[src/rtl/rom_load_pkg.sv]
// Shared constants for the ROM download sequencer: ROM map, region indices and
// sequencer states.
package rom_load_pkg;

  localparam int unsigned ADDR_W   = 25;
  localparam int unsigned DATA_W   = 8;
  localparam int unsigned REGION_N = 4;

  localparam logic [ADDR_W-1:0] TOTAL_SIZE = 25'h0005100;

  // Region bases; each region ends where the next begins, SYNC ends at TOTAL_SIZE
  localparam logic [ADDR_W-1:0] PF_BASE   = 25'h0004000;
  localparam logic [ADDR_W-1:0] MO_BASE   = 25'h0004800;
  localparam logic [ADDR_W-1:0] SYNC_BASE = 25'h0005000;

  localparam int unsigned REG_PROG = 0;
  localparam int unsigned REG_PF   = 1;
  localparam int unsigned REG_MO   = 2;
  localparam int unsigned REG_SYNC = 3;

  typedef enum logic [1:0] {
    HOLD = 2'd0,
    LOAD = 2'd1,
    RUN  = 2'd2
  } load_state_t;

endpackage

[src/rtl/rom_region_decode.sv]
// Combinational ROM map decode: download address to one-hot region select plus
// an in-range flag. Out-of-range addresses select no region.
module rom_region_decode
  import rom_load_pkg::*;
(
  input  logic [ADDR_W-1:0]   addr,
  output logic [REGION_N-1:0] region,
  output logic                in_range
);

  always_comb begin
    region   = '0;
    in_range = (addr < TOTAL_SIZE);
    if (in_range) begin
      if (addr < PF_BASE) begin
        region[REG_PROG] = 1'b1;
      end else if (addr < MO_BASE) begin
        region[REG_PF] = 1'b1;
      end else if (addr < SYNC_BASE) begin
        region[REG_MO] = 1'b1;
      end else begin
        region[REG_SYNC] = 1'b1;
      end
    end
  end

endmodule

[src/rtl/rom_load_sequencer.sv]
// Registers hps_io download bytes into the core ROM write port, tracks load
// completeness and sequences the core reset around downloads and user resets.
module rom_load_sequencer
  import rom_load_pkg::*;
#(
  parameter int unsigned RESET_HOLD = 16,
  parameter int unsigned CNT_W      = 17
) (
  input  logic                clk_sys,
  input  logic                reset,
  input  logic                ioctl_download,
  input  logic                ioctl_wr,
  input  logic [ADDR_W-1:0]   ioctl_addr,
  input  logic [DATA_W-1:0]   ioctl_data,
  input  logic                rst_req,
  output logic [CNT_W-1:0]    dn_addr,
  output logic [DATA_W-1:0]   dn_data,
  output logic                dn_wr,
  output logic [REGION_N-1:0] region_we,
  output logic                core_reset,
  output logic                busy,
  output logic                load_ok,
  output logic                err_overflow,
  output logic                err_short
);

  localparam int unsigned HOLD_W = (RESET_HOLD > 2) ? $clog2(RESET_HOLD) : 1;
  localparam logic [HOLD_W-1:0] HOLD_LAST = HOLD_W'(RESET_HOLD - 1);
  localparam logic [CNT_W-1:0]  CNT_MAX   = '1;
  localparam logic [CNT_W-1:0]  TOTAL_CNT = CNT_W'(TOTAL_SIZE);

  load_state_t         state;
  logic [HOLD_W-1:0]   hold_cnt;
  logic [CNT_W-1:0]    byte_cnt;
  logic                dl_q;

  logic [REGION_N-1:0] region_sel;
  logic                in_range;
  logic                accept;
  logic                reject;
  logic                dl_rise;

  rom_region_decode u_decode (
    .addr     (ioctl_addr),
    .region   (region_sel),
    .in_range (in_range)
  );

  always_comb begin
    accept  = ioctl_wr & ioctl_download & in_range;
    reject  = ioctl_wr & ioctl_download & ~in_range;
    dl_rise = ioctl_download & ~dl_q;
  end

  // Write pipeline, byte counter, error flags and reset sequencing FSM
  always_ff @(posedge clk_sys or posedge reset) begin
    if (reset) begin
      state        <= HOLD;
      hold_cnt     <= '0;
      byte_cnt     <= '0;
      dl_q         <= 1'b0;
      dn_addr      <= '0;
      dn_data      <= '0;
      dn_wr        <= 1'b0;
      region_we    <= '0;
      core_reset   <= 1'b1;
      busy         <= 1'b1;
      load_ok      <= 1'b0;
      err_overflow <= 1'b0;
      err_short    <= 1'b0;
    end else begin
      dl_q      <= ioctl_download;
      dn_wr     <= accept;
      region_we <= accept ? region_sel : '0;
      if (accept) begin
        dn_addr <= ioctl_addr[CNT_W-1:0];
        dn_data <= ioctl_data;
      end

      if (dl_rise) begin
        // A new download starts from a clean slate, whatever state we were in
        state        <= LOAD;
        hold_cnt     <= '0;
        byte_cnt     <= accept ? CNT_W'(1) : '0;
        err_overflow <= reject;
        err_short    <= 1'b0;
        load_ok      <= 1'b0;
        core_reset   <= 1'b1;
        busy         <= 1'b1;
      end else begin
        if (accept && (byte_cnt != CNT_MAX)) begin
          byte_cnt <= byte_cnt + CNT_W'(1);
        end
        if (reject) begin
          err_overflow <= 1'b1;
        end

        case (state)
          LOAD: begin
            if (!dl_q) begin
              state     <= HOLD;
              hold_cnt  <= '0;
              load_ok   <= (byte_cnt == TOTAL_CNT) & ~err_overflow;
              err_short <= (byte_cnt < TOTAL_CNT);
            end
          end
          HOLD: begin
            if (rst_req) begin
              hold_cnt <= '0;
            end else if (hold_cnt == HOLD_LAST) begin
              state      <= RUN;
              core_reset <= 1'b0;
              busy       <= 1'b0;
            end else begin
              hold_cnt <= hold_cnt + HOLD_W'(1);
            end
          end
          RUN: begin
            if (rst_req) begin
              state      <= HOLD;
              hold_cnt   <= '0;
              core_reset <= 1'b1;
              busy       <= 1'b1;
            end
          end
          default: begin
            state      <= HOLD;
            hold_cnt   <= '0;
            core_reset <= 1'b1;
            busy       <= 1'b1;
          end
        endcase
      end
    end
  end

endmodule

[config.mk]
export PLATFORM = sky130hd
export DESIGN_NAME = rom_load_sequencer
export DESIGN_NICKNAME = d
export VERILOG_FILES = /design/src/rtl/rom_load_pkg.sv /design/src/rtl/rom_region_decode.sv /design/src/rtl/rom_load_sequencer.sv
export SDC_FILE = /design/constraint.sdc
export NUM_CORES = 1
export LEC_CHECK = 0
export BUFFER_PORTS_ARGS = -buffer_cell sky130_fd_sc_hd__buf_4
export CAP_MARGIN = 20
export CORE_UTILIZATION = 54
export CTS_BUF_LIST = sky130_fd_sc_hd__clkbuf_8
export CTS_CLUSTER_SIZE = 20
export DETAILED_ROUTE_END_ITERATION = 8
export GPL_TIMING_DRIVEN = 0
export PLACE_DENSITY = 0.82
export SLEW_MARGIN = 20
export SYNTH_ARGS = -nofsm -noshare
export SYNTH_HDL_FRONTEND = slang
export SYNTH_SLANG_ARGS = --single-unit
[constraint.sdc]
create_clock -name clk_sys -period 3 [get_ports clk_sys]
set_input_delay 0.6 -clock clk_sys [delete_from_list [all_inputs] [get_ports clk_sys]]
set_output_delay 0.6 -clock clk_sys [all_outputs]
set_load 0.01 [all_outputs]
# Yosys cells after proc, flatten, opt, wreduce, memory -nomap -nowiden
# Cells that the tools add are included.
[word_totals] regBits=58 latch_bits=0 ramBits=0 mem_bits_ro=0 input_bits=38 output_inout_bits=35 elab_cells=84 n_memories=0
[classes] n_addsub=2 n_mul=0 div_mod_pow=0 order_cmp=5 n_eq_ne=12 shifts=0 mux=36 n_bitwise=8 reduce_logical=9
[ops] op="$lt 25x15->1 const B" n=4
[ops] op="$mux 17" n=2
[ops] op="$mux 4" n=7
[ops] op="$add 17x1->17 const B" n=1
[ops] op="$eq 17x15->1 const B" n=1
[ops] op="$lt 17x15->1 const B" n=1
[ops] op="$mux 1" n=17
[ops] op="$ne 17x17->1 const B" n=1
[ops] op="$mux 2" n=6
[ops] op="$ne 3x3->1 const B" n=4
[ops] op="$pmux 4 s3" n=1
[ops] op="$reduce_and 4->1" n=2
[ops] op="$pmux 2 s3" n=1
[ops] op="$reduce_bool 2->1" n=3
[ops] op="$and 1x1->1" n=5
[ops] op="$add 4x1->4 const B" n=1
[ops] op="$eq 4x4->1 const B" n=1
[ops] op="$ne 4x4->1 const B" n=1
[ops] op="$mux 3" n=1
[ops] op="$not 1->1" n=3
[ops] op="$pmux 1 s3" n=1
[ops] op="$reduce_and 3->1" n=1
[ops] op="$eq 2x1->1 const B" n=1
[ops] op="$eq 2x2->1 const B" n=1
[ops] op="5 further kinds" n=5

# Depth between registers and ports, before layout
# Gate-level depths: netlist (run 1).
[logic_depth] ltp_word=6 mapped_depth=10 depth_no_buf=10

# Modules after synthesis
# A second synthesis (run 1) with hierarchy kept.
[hier_totals] hier_cells=231 hier_area_um2=2691.3
[by_module_without_submodules] mod="rom_load_sequencer" instances=1 cells_per_inst=214 area_per_inst_um2=2560.0 seq_area_each_um2=1452.6
[by_module_without_submodules] mod="rom_region_decode" instances=1 cells_per_inst=17 area_per_inst_um2=131.4 seq_area_each_um2=0.0

# Least setup slack after synthesis (run 1)
# No wires, ideal clock.
[synth_path] kind="input -> register" from="in ioctl_addr[11]" to="reg dn_addr[14]" setup_time_ns=0.127 arrival_time_ns=2.205 required_ns=2.873 setup_slack_ns=0.668 path_stages=8 path_buffers=2 cell_sequence="or4_4 -> nand4_4 -> and2_1 -> buf_4 -> nand3_4 -> inv_4 -> buf_6 -> mux2_1"
[synth_between] elab_chain_len=2
[synth_rtl] element="start: declaration" line="rom_load_sequencer.sv:13" rtl="input logic [ADDR_W-1:0] ioctl_addr,"
[synth_rtl] element="$lt 25x15->1" line="rom_region_decode.sv:13" rtl="in_range = (addr < TOTAL_SIZE);"
[synth_rtl] element="$and 1x1->1" line="rom_load_sequencer.sv:50" rtl="accept = ioctl_wr & ioctl_download & in_range;"
[synth_rtl] element="named net accept" line="rom_load_sequencer.sv:39" rtl="logic accept;"
[synth_rtl] element="end signal: assignment" line="rom_load_sequencer.sv:76" rtl="dn_addr <= ioctl_addr[CNT_W-1:0];"
[synth_rtl] element="end: declaration" line="rom_load_sequencer.sv:16" rtl="output logic [CNT_W-1:0] dn_addr,"
# The timed path passes the listed nets, and every way through them passes these cells.
# A chain may end at the register's enable or synchronous reset.

# Worst setup path after layout (run 1)
[layout_path] from="reg byte_cnt[0]" to="reg byte_cnt[9]"
[layout_between] elab_chain_len=3 word_cells_on_any_way=6 classes_between="1 x add/sub; 1 x eq/ne; 2 x mux; 2 x reduce/logical"
[layout_rtl] element="start: declaration" line="rom_load_sequencer.sv:34" rtl="logic [CNT_W-1:0] byte_cnt;"
[layout_rtl] element="start signal: assignment" line="rom_load_sequencer.sv:84" rtl="byte_cnt <= accept ? CNT_W'(1) : '0;"
[layout_rtl] element="start signal: assignment" line="rom_load_sequencer.sv:92" rtl="byte_cnt <= byte_cnt + CNT_W'(1);"
[layout_rtl] element="$add 17x1->17 / $ne 17x17->1 (equally long branches)" line="rom_load_sequencer.sv:92, rom_load_sequencer.sv:91"
[layout_rtl] element="$mux 17 / $logic_and 1x1->1 (equally long branches)" line="rom_load_sequencer.sv:91" rtl="if (accept && (byte_cnt != CNT_MAX)) begin"
[layout_rtl] element="$mux 17 / $reduce_bool 2->1 (equally long branches)"
# Parallel ways exist; a longest one is shown, timed or not. The select of a mux whose other input is x is not followed.

==> results of run 1 <==
==> metal layers <==
metal	track usage, %	vias up	share of wire (%)
li1	-	1026	-
met1	29.54	1032	41
met2	40.39	95	49
met3	8.564	12	8.4
met4	12.20	0	2.0
met5	0	-	0
==> logic make-up after synthesis <==
| group | share of synthesized area (%) |
|---|---|
| AO/OA/AOI/OAI | 8.128 |
| flip-flops | 53.93 |
| XOR/XNOR | 2.276 |
| buffers and inverters | 3.530 |
| adder cells (fa/ha/maj) | 1.858 |
| AND/OR/NAND/NOR | 19.88 |
| multiplexers | 10.40 |
==> sequential cells by signal, indices dropped and copies added (netlist names) <==
signal        count
dn_data           8
busy              1
state             2
dn_wr             1
err_overflow      1
region_we         4
hold_cnt          4
dl_q              1
err_short         1
byte_cnt         17
dn_addr          17
load_ok           1
==> through the flow <==
step / power [uW] / cells / hold slack, ns
final: 1663 / 391 / 0.3871
after global routing: 1716 / 391 / 0.3777
after CTS: 1673 / 391 / 0.3807
after detailed placement: 943.5 / 375 / 0.4720
after global placement: 939.3 / 375 / 0.4696
after floorplan: 873.6 / 236 / 0.4720
==> layout make-up <==
class	count	area (um^2)	share of cell area [%]
buffer	8	62.56	1.773
clock buffer	12	165.2	4.681
clock inverter	4	42.54	1.206
inverter	8	35.03	0.9929
multi-input combinational	162	1146	32.48
sequential	58	1453	41.17
tap	67	83.83	2.376
timing repair buffer	72	540.5	15.32
==> worst max-delay path by stage <==
| stage | start | to | slack (ns) | cells after the start |
|---|---|---|---|---|
| 2_1_floorplan | ioctl_addr[11] | dn_addr[14] | 0.67 | 8 |
| 3_3_place_gp | reset | byte_cnt[12] | 0.25 | 2 |
| 3_5_place_dp | ioctl_addr[24] | dn_addr[14] | 0.35 | 10 |
| 4_1_cts | byte_cnt[0] | byte_cnt[5] | 0.36 | 10 |
| 5_1_grt | byte_cnt[0] | byte_cnt[11] | 0.14 | 10 |
| 6_report | byte_cnt[0] | byte_cnt[9] | 0.31 | 10 |
==> cells in the final DEF (no fill, tap or decap), drive strengths merged, types with 3 or more instances in the layout <==
cell type,instances
a21oi,13
and2,3
and3,4
buf,79
clkbuf,13
dfrtp,57
ha,4
inv,10
mux2,24
nand2,17
nand3,10
nand4,10
nor2,18
nor3,4
nor4,7
o21ai,8
o31ai,5
or3,3
or4,5
xor2,7
==> worst max-delay path: cells and delay by family, from the launching register on <==
family	cells	cell delay (ns)
xor gates and xnor gates	1	0.19
adders and majority gates	2	0.45
and+or+nand+nor	7	1.48
DFF	1	0.44
==> power by group through the flow <==
| stage | sequential (uW) | clock, uW | combinational, uW |
|---|---|---|---|
| finish | 807 | 735 | 122 |
| global route | 809 | 773 | 135 |
| detailed placement | 821 | 0 | 122 |
| CTS | 807 | 743 | 123 |
| global placement | 820 | 0 | 119 |
| floorplan | 822 | 0 | 51.6 |
==> metrics.md, run 1 <==
| Metric | Value |
|---|---|
| Fmax | `371.5 MHz` |
| Number of DRC markers in iteration 0 | `172` |
| Fin Setup TNS | `0 ns` |
| Register-to-register setup slack | `0.31 ns` |
| Largest fanout on the critical path | `6` |
| Reg power frac | `48.5%` |
| Yosys warns | `0` |
| Vias per Instance | `5.537` |
| Share of cells above drive strength 1 | `33.33%` |
| Fin crit period | `2.692 ns` |
| Worst-Skew Late Latency | `0.33 ns` |
| Total power per unit cell area | `471.4 nW/um^2` |
| Synthesized cell area | `2694 um^2` |
| Root buf cell | `clkbuf_8` |
| H-Tree Depth | `3` |
| Worst setup EP type | `register` |
| Post-DP HPWL | `4130 um` |
| Syn Nets | `278` |
| FP Rows | `25` |
| Most frequent CP cell | `ha_1` |
| Area growth syn-to-layout | `30.98%` |
| Peak VDD IR | `0.3521 mV` |
| Unrepaired setup endpoints after global routing | `no` |
| Synth top area share | `52.95%` |
| Synth Area per Inst | `11.41 um^2` |
| Net switching power | `362.0 uW` |
| Port bufs | `72` |
| Synth Register Bits | `58` |
| Routed vias | `2165` |
| CTS tree | `done` |
| Fill cell count | `332` |
| Async set-or-reset flop fraction in the synthesized netlist | `100.0%` |
| Power Internal | `1301 uW` |
| Core Box Area | `4755 um^2` |
| DRT Wirelength | `5973 um` |
| Arrival @ worst endpoint | `2.89 ns` |
| Routability cong. | `0.8066` |
| Worst Reg-to-Reg Cells | `10` |
| Largest net degree at the start of global routing | `59` |
| Chip Height | `72.63 um` |
| Clock sinks | `58` |
| Skew final | `0.005645 ns` |
| EDFF count, synth | `0` |
| Die ar. | `5275 um^2` |
| Slew headroom | `51.75%` |
| Post-route cell area | `3528 um^2` |
| Net Sw Frac | `21.76%` |
| Post-synth top cells | `57 x dfrtp_1, 18 x mux2_1, 17 x nand2_1, 17 x nor2_1, 13 x a21oi_1` |
| Synth top area cells | `dfrtp_1 53%, mux2_1 7.5%, mux2_2 2.5%, a21oi_1 2.4%, nand2_1 2.4%` |
| Hold-fix buffers, CTS | `0` |
| Leakage | `0.001760 uW` |
| Tcrit/Tclk final | `89.74%` |
| Status | `complete, no violations` |
| WS Path Type | `reg -> reg` |
| Routed Antenna Nets | `0` |
| CP Launch Type | `register` |
| Max Slew Vio Count | `0` |
| Initial Utilization | `56.66%` |
| Vias in the first global route | `2092` |
| Top_reg_cell synth | `dfrtp_1` |
| Clk pin slew, worst setup/hold paths | `0.06 ns` |
| Cell Area, Placed | `3321 um^2` |
| RR Endpoint | `byte_cnt[9]` |
| Final WS setup | `0.3079 ns` |
| Hold Fails Final Rpt | `0` |
| Clock share of power | `44.2%` |
| # diodes | `0` |
| Crit-path max cell delay | `0.64 ns` |
| Die width | `72.63 um` |
| Post-Route Utilization | `74.21%` |
| Post-Synthesis Cells | `236` |
| Max Cap Violations | `0` |
| DR DRC count | `0` |
| Most numerous cell in the Yosys netlist | `dfrtp_1` |
| Num CTS Buffers | `9` |
| Clock Path Buffers | `2` |
| IO Pins | `73` |
| Comb pwr share | `7.3%` |
| Sequential share of the synthesized area | `53.92%` |
| GR Overflow Total | `0` |
| Worst hold path type | `in -> async` |
| Setup Slack @ Placement | `0.3491 ns` |
| Postcts setup bufs | `0` |
| Layout Nets | `361` |
| CP cell instances | `ha_1 -> nand2_1 -> nor3_1 -> and3_1 -> ha_1 -> nand3b_1 -> nor4_1 -> nand4_1 -> xor2_1 -> nor2_1` |
| Slowest CP cell | `nor4_1` |
| Drt first pass iters | `4` |
| Initial antenna violation count | `0` |
| Final setup vio count | `0` |
| Post-cts resize count | `0` |
| Total GRT Usage | `24.84%` |
| Synth cell types | `43` |
| Wire per inst | `15.28 um` |
| First-pass GRT wire length | `9770 um` |
| Worst slew pin tran | `0.7172 ns` |
| Reg-to-Reg Start | `byte_cnt[0]` |
| CP Data Required Time | `3.20 ns` |
| Cell taking the most area after synthesis | `dfrtp_1` |
(Power assumes the default switching activity.)
==> run 2: changes to the inputs <==
--- a/config.mk
+++ b/config.mk
@@ -7,12 +7,12 @@
 export LEC_CHECK = 0
 export BUFFER_PORTS_ARGS = -buffer_cell sky130_fd_sc_hd__buf_4
 export CAP_MARGIN = 20
-export CORE_UTILIZATION = 54
+export CORE_UTILIZATION = 49
 export CTS_BUF_LIST = sky130_fd_sc_hd__clkbuf_8
 export CTS_CLUSTER_SIZE = 20
 export DETAILED_ROUTE_END_ITERATION = 8
 export GPL_TIMING_DRIVEN = 0
-export PLACE_DENSITY = 0.82
+export PLACE_DENSITY = 0.78
 export SLEW_MARGIN = 20
 export SYNTH_ARGS = -nofsm -noshare
 export SYNTH_HDL_FRONTEND = slang
==> constraint.sdc (replaced) <==
create_clock -name clk_sys -period 2.3 [get_ports clk_sys]
set_input_delay 0.46 -clock clk_sys [delete_from_list [all_inputs] [get_ports clk_sys]]
set_output_delay 0.46 -clock clk_sys [all_outputs]
set_load 0.01 [all_outputs]
==> run 2 against run 1 <==
Non-clock buffer count grew 13; final area grew 4.6%; die area grew 9.9%; maximum frequency grew 24%; register-to-register slack lost 0.18 ns; via count grew 4.3%; flip-flop and latch count is the same; critical path depth is the same; critical path type unchanged; critical endpoint is now byte_cnt[15]; largest power group unchanged.
==> metrics.md, run 2 (same netlist as run 1, synthesis figures left out) <==
| Metric | Value |
|---|---|
| First-pass GRT wire length | `10360 um (was 9770 um)` |
| DRT Wirelength | `6326 um (was 5973 um)` |
| Die width | `76.15 um (was 72.63 um)` |
| CP Launch Type | `register (unchanged)` |
| Max Cap Violations | `0 (unchanged)` |
| Vias per Instance | `5.564 (was 5.537)` |
| Initial Utilization | `51.75% (was 56.66%)` |
| Crit-path max cell delay | `0.39 ns (was 0.64 ns)` |
| H-Tree Depth | `3 (unchanged)` |
| Core Box Area | `5205 um^2 (was 4755 um^2)` |
| Routed vias | `2259 (was 2165)` |
| DR DRC count | `0 (unchanged)` |
| Largest net degree at the start of global routing | `59 (unchanged)` |
| Chip Height | `76.15 um (was 72.63 um)` |
| Skew final | `0.004532 ns (was 0.005645 ns)` |
| Slew headroom | `53.70% (was 51.75%)` |
| Worst setup EP type | `register (unchanged)` |
| Num CTS Buffers | `9 (unchanged)` |
| Root buf cell | `clkbuf_8 (unchanged)` |
| WS Path Type | `reg -> reg (unchanged)` |
| Share of cells above drive strength 1 | `39.29% (was 33.33%)` |
| Net Sw Frac | `21.92% (was 21.76%)` |
| CP Buf/Inv Count | `0 (unchanged)` |
| CTS tree | `done (unchanged)` |
| Hold Fails Final Rpt | `0 (unchanged)` |
| Total GRT Usage | `23.16% (was 24.84%)` |
| Power Internal | `1750 uW (was 1301 uW)` |
| Clk pin slew, worst setup/hold paths | `0.07 ns (was 0.06 ns)` |
| Initial antenna violation count | `0 (unchanged)` |
| Largest fanout on the critical path | `4 (was 6)` |
| Most common cell after layout, fill and taps aside | `buf_4 (unchanged)` |
| Drt first pass iters | `4 (unchanged)` |
| Post-DP HPWL | `4051 um (was 4130 um)` |
| Status | `complete, no violations (unchanged)` |
| Power Total | `2242 uW (was 1663 uW)` |
| Vias in the first global route | `2214 (was 2092)` |
| Total power per unit cell area | `607.2 nW/um^2 (was 471.4 nW/um^2)` |
| Area growth syn-to-layout | `37.06% (was 30.98%)` |
| Number of DRC markers in iteration 0 | `146 (was 172)` |
| Top delay family on crit path | `simple AND/OR/NAND/NOR gates (unchanged)` |
| Clock share of power | `45.8% (was 44.2%)` |
| Fmax | `460.1 MHz (was 371.5 MHz)` |
| Port bufs | `72 (unchanged)` |
| CP cell instances | `ha_2 -> nand2_2 -> nor3_2 -> and3_4 -> ha_4 -> nand3b_1 -> nor4_4 -> nand4_1 -> xor2_1 -> nor2_1 (was ha_1 -> nand2_1 -> nor3_1 -> and3_1 -> ha_1 -> nand3b_1 -> nor4_1 -> nand4_1 -> xor2_1 -> nor2_1)` |
| FP Rows | `26 (was 25)` |
| Slowest CP cell | `dfrtp_1 (was nor4_1)` |
| Tcrit/Tclk final | `94.49% (was 89.74%)` |
| Commonest cells after routing, fill and taps aside | `87 x buf_4, 54 x dfrtp_1, 18 x mux2_1 (was 74 x buf_4, 57 x dfrtp_1, 18 x mux2_1)` |
| Max Slew Vio Count | `0 (unchanged)` |
| Routability cong. | `0.8423 (was 0.8066)` |
| Die ar. | `5798 um^2 (was 5275 um^2)` |
| Fill cell count | `376 (was 332)` |
| Routed Antenna Nets | `0 (unchanged)` |
| Comb pwr share | `7.3% (about the same)` |
| Final setup vio count | `0 (unchanged)` |
| Fin crit period | `2.173 ns (was 2.692 ns)` |
| Arrival @ worst endpoint | `2.38 ns (was 2.89 ns)` |
| Reg power frac | `47.0% (was 48.5%)` |
| Clock sinks | `58 (unchanged)` |
| Clock Path Buffers | `2 (unchanged)` |
| # diodes | `0 (unchanged)` |
| Worst slew pin tran | `0.6945 ns (was 0.7172 ns)` |
| CP Data Required Time | `2.51 ns (was 3.20 ns)` |
| IO Pins | `73 (unchanged)` |
| Peak VDD IR | `0.3987 mV (was 0.3521 mV)` |
| Wire per inst | `15.58 um (was 15.28 um)` |
| Largest regs | `byte_cnt: 17 flops, dn_addr: 17 flops, dn_data: 8 flops (unchanged)` |
| Layout Nets | `374 (was 361)` |
| Leakage | `0.001819 uW (was 0.001760 uW)` |
| Unrepaired setup endpoints after global routing | `yes (was no)` |
| Net switching power | `491.4 uW (was 362.0 uW)` |
| Fin Setup TNS | `0 ns (unchanged)` |
| Worst-Skew Late Latency | `0.34 ns (was 0.33 ns)` |
| GR Overflow Total | `0 (unchanged)` |
| Worst hold path type | `in -> reg (was in -> async)` |
## run 2: changes by cell type in the layout (fill, tap and decap cells not counted), moves of 2 or more
cell,change
clkbuf_8,-2
buf_4,+13
dfrtp_2,+3
dfrtp_1,-3
ha_1,-2
inv_1,-2
## run 2: final timing paths
path,from,to,slack (ns),cells after the start
max in group asynchronous,reset,byte_cnt[8],1.56,2
max,byte_cnt[0],byte_cnt[15],0.13,10
min,ioctl_download,dl_q,0.23,1
min in group asynchronous,reset,hold_cnt[0],0.24,2
min reg2reg,dn_addr[4],dn_addr[4],0.49,1
max reg2reg,byte_cnt[0],byte_cnt[15],0.13,10
## run 2: per-layer routing
| metal | track usage (%) | vias up | wire, um |
|---|---|---|---|
| li1 | - | 1052 | - |
| met2 | 37.00 | 91 | 3147 |
| met3 | 7.665 | 22 | 497 |
| met4 | 13.65 | 0 | 227 |
| met1 | 27.31 | 1094 | 2454 |
| met5 | 0 | - | 0 |
## run 2: what timing repair did
item	in CTS	in global routing
gates resized for setup	4	8
pin swaps	1	8
endpoints found under the setup margin	11	10
hold buffers	0	0
buffers inserted	3	10
hold endpoints to repair	0	0
## run 2: worst register-to-register path, stage by stage (launching register included)
cell      delay (ns)
dfrtp_1         0.39
ha_2            0.19
nand2_2         0.08
nor3_2          0.06
and3_4          0.16
ha_4            0.17
nand3b_1        0.21
nor4_4          0.39
nand4_1         0.18
xor2_1          0.16
nor2_1          0.06
## run 2: layout make-up
class	instances	area, um^2	area share (%)
well taps	70	87.58	2.372
clock inverters	5	78.83	2.135
clock buffers	10	137.6	3.728
plain buffers	8	62.56	1.694
repair buffers	85	638.1	17.28
flip-flops and latches	58	1456	39.44
multi-input cells	162	1196	32.40
inverters	8	35.03	0.9488
## run 2: metrics by stage
stage	worst slack [ns]	cell area (um^2)	hold slack, ns	utilization (%)	std cells
floorplan	0.02824	2699	0.4720	-	236
CTS	0.02754	3588	0.2195	68.94	396
global placement	-0.3282	3327	0.4683	63.92	378
detailed placement	-0.2956	3329	0.4771	63.97	378
finish	0.1267	3692	0.2289	70.94	406
global route	-0.02945	3692	0.2262	70.94	406
## run 2: power by group through the flow
stage / sequential (uW) / combinational, uW / clock [uW]
final: 1050 / 163 / 1030
after global placement: 1070 / 157 / 0
after global routing: 1050 / 180 / 1090
after detailed placement: 1070 / 161 / 0
after floorplan: 1070 / 67.8 / 0
after CTS: 1050 / 164 / 1040
